[src/rtl/pin_event_monitor.sv]
// Pin activity checker: synchronises CHANNELS pins, counts qualifying edges, reports pass or timeout.
// Latency: pin change to edge_pulse is SYNC_STAGES+1 clk; done/pass/timeout follow the deciding cycle by 1 clk.
// Backpressure: none; pins are sampled every clk and no input is ever stalled.
module pin_event_monitor #(
    parameter int CHANNELS       = 4,
    parameter int CNT_W          = 8,
    parameter int EDGES_REQ      = 4,
    parameter int EDGE_MODE      = 2,
    parameter int SYNC_STAGES    = 2,
    parameter int TIMEOUT_CYCLES = 16000000
) (
    input  logic                      clk,
    input  logic                      rst,
    input  logic                      start,
    input  logic [CHANNELS-1:0]       chan_mask,
    input  logic [CHANNELS-1:0]       chan_in,
    output logic [CHANNELS-1:0]       edge_pulse,
    output logic [CHANNELS*CNT_W-1:0] edge_count,
    output logic                      busy,
    output logic                      done,
    output logic                      pass,
    output logic                      timeout
);

    localparam bit               TMO_EN   = (TIMEOUT_CYCLES != 0);
    localparam int               TMR_W    = (TIMEOUT_CYCLES < 1) ? 1 : $clog2(TIMEOUT_CYCLES + 1);
    localparam logic [TMR_W-1:0] TMR_LAST = TMR_W'(TIMEOUT_CYCLES - 1);
    localparam logic [TMR_W-1:0] TMR_MAX  = {TMR_W{1'b1}};
    localparam logic [CNT_W-1:0] CNT_MAX  = {CNT_W{1'b1}};
    localparam logic [CNT_W-1:0] CNT_REQ  = CNT_W'(EDGES_REQ);

    typedef enum logic [1:0] {IDLE = 2'd0, RUN = 2'd1, DONE = 2'd2} state_t;

    state_t              state_q;
    state_t              state_nx;
    logic [CHANNELS-1:0] sync_q [SYNC_STAGES];
    logic [CHANNELS-1:0] synced;
    logic [CHANNELS-1:0] prev_q;
    logic [CHANNELS-1:0] qual;
    logic [CNT_W-1:0]    cnt_q  [CHANNELS];
    logic [CNT_W-1:0]    cnt_nx [CHANNELS];
    logic [CHANNELS-1:0] mask_q;
    logic [TMR_W-1:0]    tmr_q;
    logic                go;
    logic                complete;
    logic                expired;

    assign synced  = sync_q[SYNC_STAGES-1];
    assign go      = start && (state_q != RUN);
    assign expired = TMO_EN && (tmr_q == TMR_LAST);

    // Synchroniser chain per pin; prev_q always tracks the synced value so a start reloads it
    always_ff @(posedge clk or posedge rst) begin
        if (rst) begin
            for (int s = 0; s < SYNC_STAGES; s++) sync_q[s] <= '0;
            prev_q <= '0;
        end else begin
            sync_q[0] <= chan_in;
            for (int s = 1; s < SYNC_STAGES; s++) sync_q[s] <= sync_q[s-1];
            prev_q <= synced;
        end
    end

    // Select which transitions qualify as edges
    always_comb begin
        case (EDGE_MODE)
            0:       qual = synced & ~prev_q;
            1:       qual = ~synced & prev_q;
            default: qual = synced ^ prev_q;
        endcase
    end

    // Registered edge strobe; a transition seen in the start cycle predates the measurement
    always_ff @(posedge clk or posedge rst) begin
        if (rst) edge_pulse <= '0;
        else     edge_pulse <= qual & ~{CHANNELS{go}};
    end

    // Saturating count update and completion test, including this cycle's strobe
    always_comb begin
        complete = 1'b1;
        for (int i = 0; i < CHANNELS; i++) begin
            cnt_nx[i] = cnt_q[i];
            if (edge_pulse[i] && (cnt_q[i] != CNT_MAX)) cnt_nx[i] = cnt_q[i] + CNT_W'(1);
            if (mask_q[i] && (cnt_nx[i] < CNT_REQ)) complete = 1'b0;
        end
    end

    // FSM state register
    always_ff @(posedge clk or posedge rst) begin
        if (rst) state_q <= IDLE;
        else     state_q <= state_nx;
    end

    // FSM next state: completion has priority over expiry when both hit together
    always_comb begin
        state_nx = state_q;
        case (state_q)
            IDLE, DONE: if (start) state_nx = RUN;
            RUN:        if (complete || expired) state_nx = DONE;
            default:    state_nx = IDLE;
        endcase
    end

    // Counters, timer, latched mask and registered status flags
    always_ff @(posedge clk or posedge rst) begin
        if (rst) begin
            for (int i = 0; i < CHANNELS; i++) cnt_q[i] <= '0;
            tmr_q   <= '0;
            mask_q  <= '0;
            busy    <= 1'b0;
            done    <= 1'b0;
            pass    <= 1'b0;
            timeout <= 1'b0;
        end else begin
            busy <= (state_nx == RUN);
            done <= (state_nx == DONE);
            if (go) begin
                for (int i = 0; i < CHANNELS; i++) cnt_q[i] <= '0;
                tmr_q   <= '0;
                mask_q  <= chan_mask;
                pass    <= 1'b0;
                timeout <= 1'b0;
            end else if (state_q == RUN) begin
                for (int i = 0; i < CHANNELS; i++) cnt_q[i] <= cnt_nx[i];
                if (tmr_q != TMR_MAX) tmr_q <= tmr_q + TMR_W'(1);
                if (state_nx == DONE) begin
                    pass    <= complete;
                    timeout <= ~complete;
                end
            end
        end
    end

    // Flatten per-channel counters onto the output bus
    for (genvar i = 0; i < CHANNELS; i++) begin : g_cnt
        assign edge_count[i*CNT_W +: CNT_W] = cnt_q[i];
    end

endmodule
[config.mk]
export PLATFORM = sky130hd
export DESIGN_NAME = pin_event_monitor
export DESIGN_NICKNAME = d
export VERILOG_FILES = /design/src/rtl/pin_event_monitor.sv
export SDC_FILE = /design/constraint.sdc
export NUM_CORES = 1
export LEC_CHECK = 0
export ABC_AREA = 1
export BUFFER_PORTS_ARGS = -buffer_cell sky130_fd_sc_hd__buf_4
export CORE_ASPECT_RATIO = 1.75
export CORE_UTILIZATION = 50
export CTS_BUF_LIST = sky130_fd_sc_hd__clkbuf_4 sky130_fd_sc_hd__clkbuf_8 sky130_fd_sc_hd__clkbuf_16
export CTS_CLUSTER_DIAMETER = 30
export DETAILED_ROUTE_END_ITERATION = 10
export PLACE_DENSITY = 0.82
export SYNTH_ARGS = -nofsm -noshare
export SYNTH_HDL_FRONTEND = slang
export SYNTH_SLANG_ARGS = --single-unit
[constraint.sdc]
create_clock -name clk -period 3.6 [get_ports clk]
set_input_delay 0.18 -clock clk [delete_from_list [all_inputs] [get_ports clk]]
set_output_delay 0.18 -clock clk [all_outputs]
set_load 0.05 [all_outputs]
==> metrics <==
status finished clean; ANT nets after route 0; fraction of registers with async set/reset 1.000; post-synth top area share 0.4436; Reg clk slew, reported paths 0.06 ns; WL per Instance 14.08 um; RePlAce Congestion 0.9054; FF-to-FF setup slack 1.38 ns; HP Class in2reg; fillers 790; Area Growth Syn to Fin 17.69%; Final Net Count 660; register area share after synthesis 0.4436; most used flip-flop cell after synthesis dfrtp_1; minimum clock period 2.217 ns; Post-Syn Area 0.004626 mm2; Max Freq 0.4511 GHz; CP max FO 25; Mapped Cells 588; Worst Hold Launch chan_mask[3]; drt pass-1 iters 4; CP Class reg2reg; DIE AREA 0.009656 mm2; peak supply drop 0.3802 mV; Clock Tree Buf Depth 2; Setup crit start kind flop; Pwr Density 599.1 mW/mm2; final setup violation count 0; count of yosys warnings during synthesis 0; total global-route track usage 0.2411; gr ovfl total 0; worst skew pair latency 0.34 ns; fin util 0.6025; setup TNS 0 ns; synthesized area per cell 7.867 um2; largest cells by area after synthesis dfrtp_1, nand2_1, nand3_1; worst slew pin tran 0.7745 ns; I/O pin count 51; Num CTS Buffers 9; Yosys cell types 39; count leader, synth nand2_1; DRC errors left 0; Post-synth top cells nand2_1, dfrtp_1, inv_1, nand3_1, nor2_1; initial antenna violation count 0; total wire length 10,830 um; Critical Path Source state_q[1]; DIE WIDTH 74.71 um; die height 129.2 um; Post-Syn Nets 604; Worst Path Arrival 2.48 ns; vias post-DR 4,227; Starting Density 0.5119; vias in the first global route 4,041; first-pass GRT wire length 17,750 um; CTS tree yes; DP Wirelength 7993 um; core box area 0.009036 mm2; number of max-cap violations 0; Data required, critical path 3.86 ns; clk root buf clkbuf_16; period utilisation layout 0.6157; slew margin rel. 0.4831; Vias/cell 5.497; num rows 46; Pins Over Slew Limit 0; Diodes inserted 0; final hold vios 0; total clock sinks 82; crit end category flop; starting DRC count in detailed routing 240; Worst Skew 0.005909 ns; CTS H-Tree Depth 3; largest net degree at the start of global routing 43; synthesized flop and latch total 82; r2r startpoint state_q[1]; largest area contributor in the synthesized netlist dfrtp_1; unrepaired setup endpoints after global routing false; # port buffers 50; layout cells sized above 1 0.1895; Lkg Pwr 0.002519 uW; EDFF count, synth 0
## kinds of logic (layout without fill, tap and decap cells)
logic type	count (synthesis)	count (layout)	share of synthesized area
AO/OA/AOI/OAI	72	72	0.09278
AND/OR/NAND/NOR	333	333	0.3473
XOR/XNOR	16	16	0.03029
adder cells (fa/ha/maj)	5	5	0.01352
flip-flops	82	82	0.4436
buffers and inverters	80	141	0.07249
## worst paths after layout
kind                       depth (start not counted)            end
setup / recovery                                   7      tmr_q[11]
hold / removal                                     3      mask_q[3]
setup reg to reg                                   7      tmr_q[11]
hold reg to reg                                    0      synced[2]
max in group asynchronous                          4      tmr_q[16]
min in group asynchronous                          3  edge_count[2]
## routing by layer
| metal | vias to the layer above | wire (um) | GRT usage |
|---|---|---|---|
| li1 | 2056 | - | - |
| met1 | 2026 | 4124 | 0.2527 |
| met5 | - | 0 | 0 |
| met3 | 24 | 433 | 0.04977 |
| met4 | 0 | 258 | 0.1065 |
| met2 | 121 | 6014 | 0.4467 |
## what timing repair did
| action | CTS | global route |
|---|---|---|
| hold buffers | 5 | 0 |
| endpoints found under the setup margin | 0 | 0 |
| endpoints found under the hold margin | 44 | 0 |
| setup buffers | 0 | 0 |
| resized for setup | 0 | 0 |
## critical path: stages (launching register included)
cell	delay [ns]
dfrtp_1	0.37
inv_1	0.11
nand2_2	0.37
inv_12	0.26
nor2_1	0.08
inv_1	0.58
o21ai_0	0.21
a21oi_1	0.16
## through the flow
stage	hold slack [ns]	setup WS [ns]	power, uW	cell area (um2)	instances
floorplan	0.2114	1.312	2081	4626	588
global placement	0.2891	1.488	2360	5107	748
detailed placement	0.2904	1.421	2394	5107	748
CTS	0.04402	1.384	3283	5444	769
global route	0.04187	1.155	3442	5444	769
finish	0.05342	1.383	3261	5444	769
## flip-flops by register name (all words and copies together) (netlist names)
| register | count |
|---|---|
| edge_count | 32 |
| prev_q | 4 |
| edge_pulse | 4 |
| state_q | 2 |
| done | 1 |
| pass | 1 |
| sync_q | 4 |
| timeout | 1 |
| synced | 4 |
| busy | 1 |
| mask_q | 4 |
| tmr_q | 24 |
## final cells by class
| class | instances | area [um2] | area share |
|---|---|---|---|
| multi-input combinational | 426 | 2238 | 0.4112 |
| sequential | 82 | 2052 | 0.3769 |
| timing repair buffer | 57 | 440.4 | 0.08090 |
| inverter | 68 | 276.5 | 0.05079 |
| clock buffer | 12 | 260.3 | 0.04781 |
| tap | 120 | 150.1 | 0.02758 |
| clock inverter | 4 | 26.28 | 0.004826 |
## report_power, final
group	internal (uW)	switching, uW
Combinational	328	839
Clock	511	365
Sequential	1060	163
Total	1890	1370
## cells in the final DEF (no fill, tap or decap), drive strengths merged
cell type,count
nand4,21
nand2,176
clkinv,6
xor2,11
xnor2,5
inv,65
a31o,2
nor4,5
nor3b,1
nand3,55
nor2,62
ha,5
nor3,13
a211oi,1
a21oi,12
dfrtp,82
dlygate4sd3,5
o31ai,9
o22ai,16
clkinvlp,1
a21boi,1
clkbuf,12
buf,52
a31oi,2
o21ai,29
(Power assumes the default switching activity.)
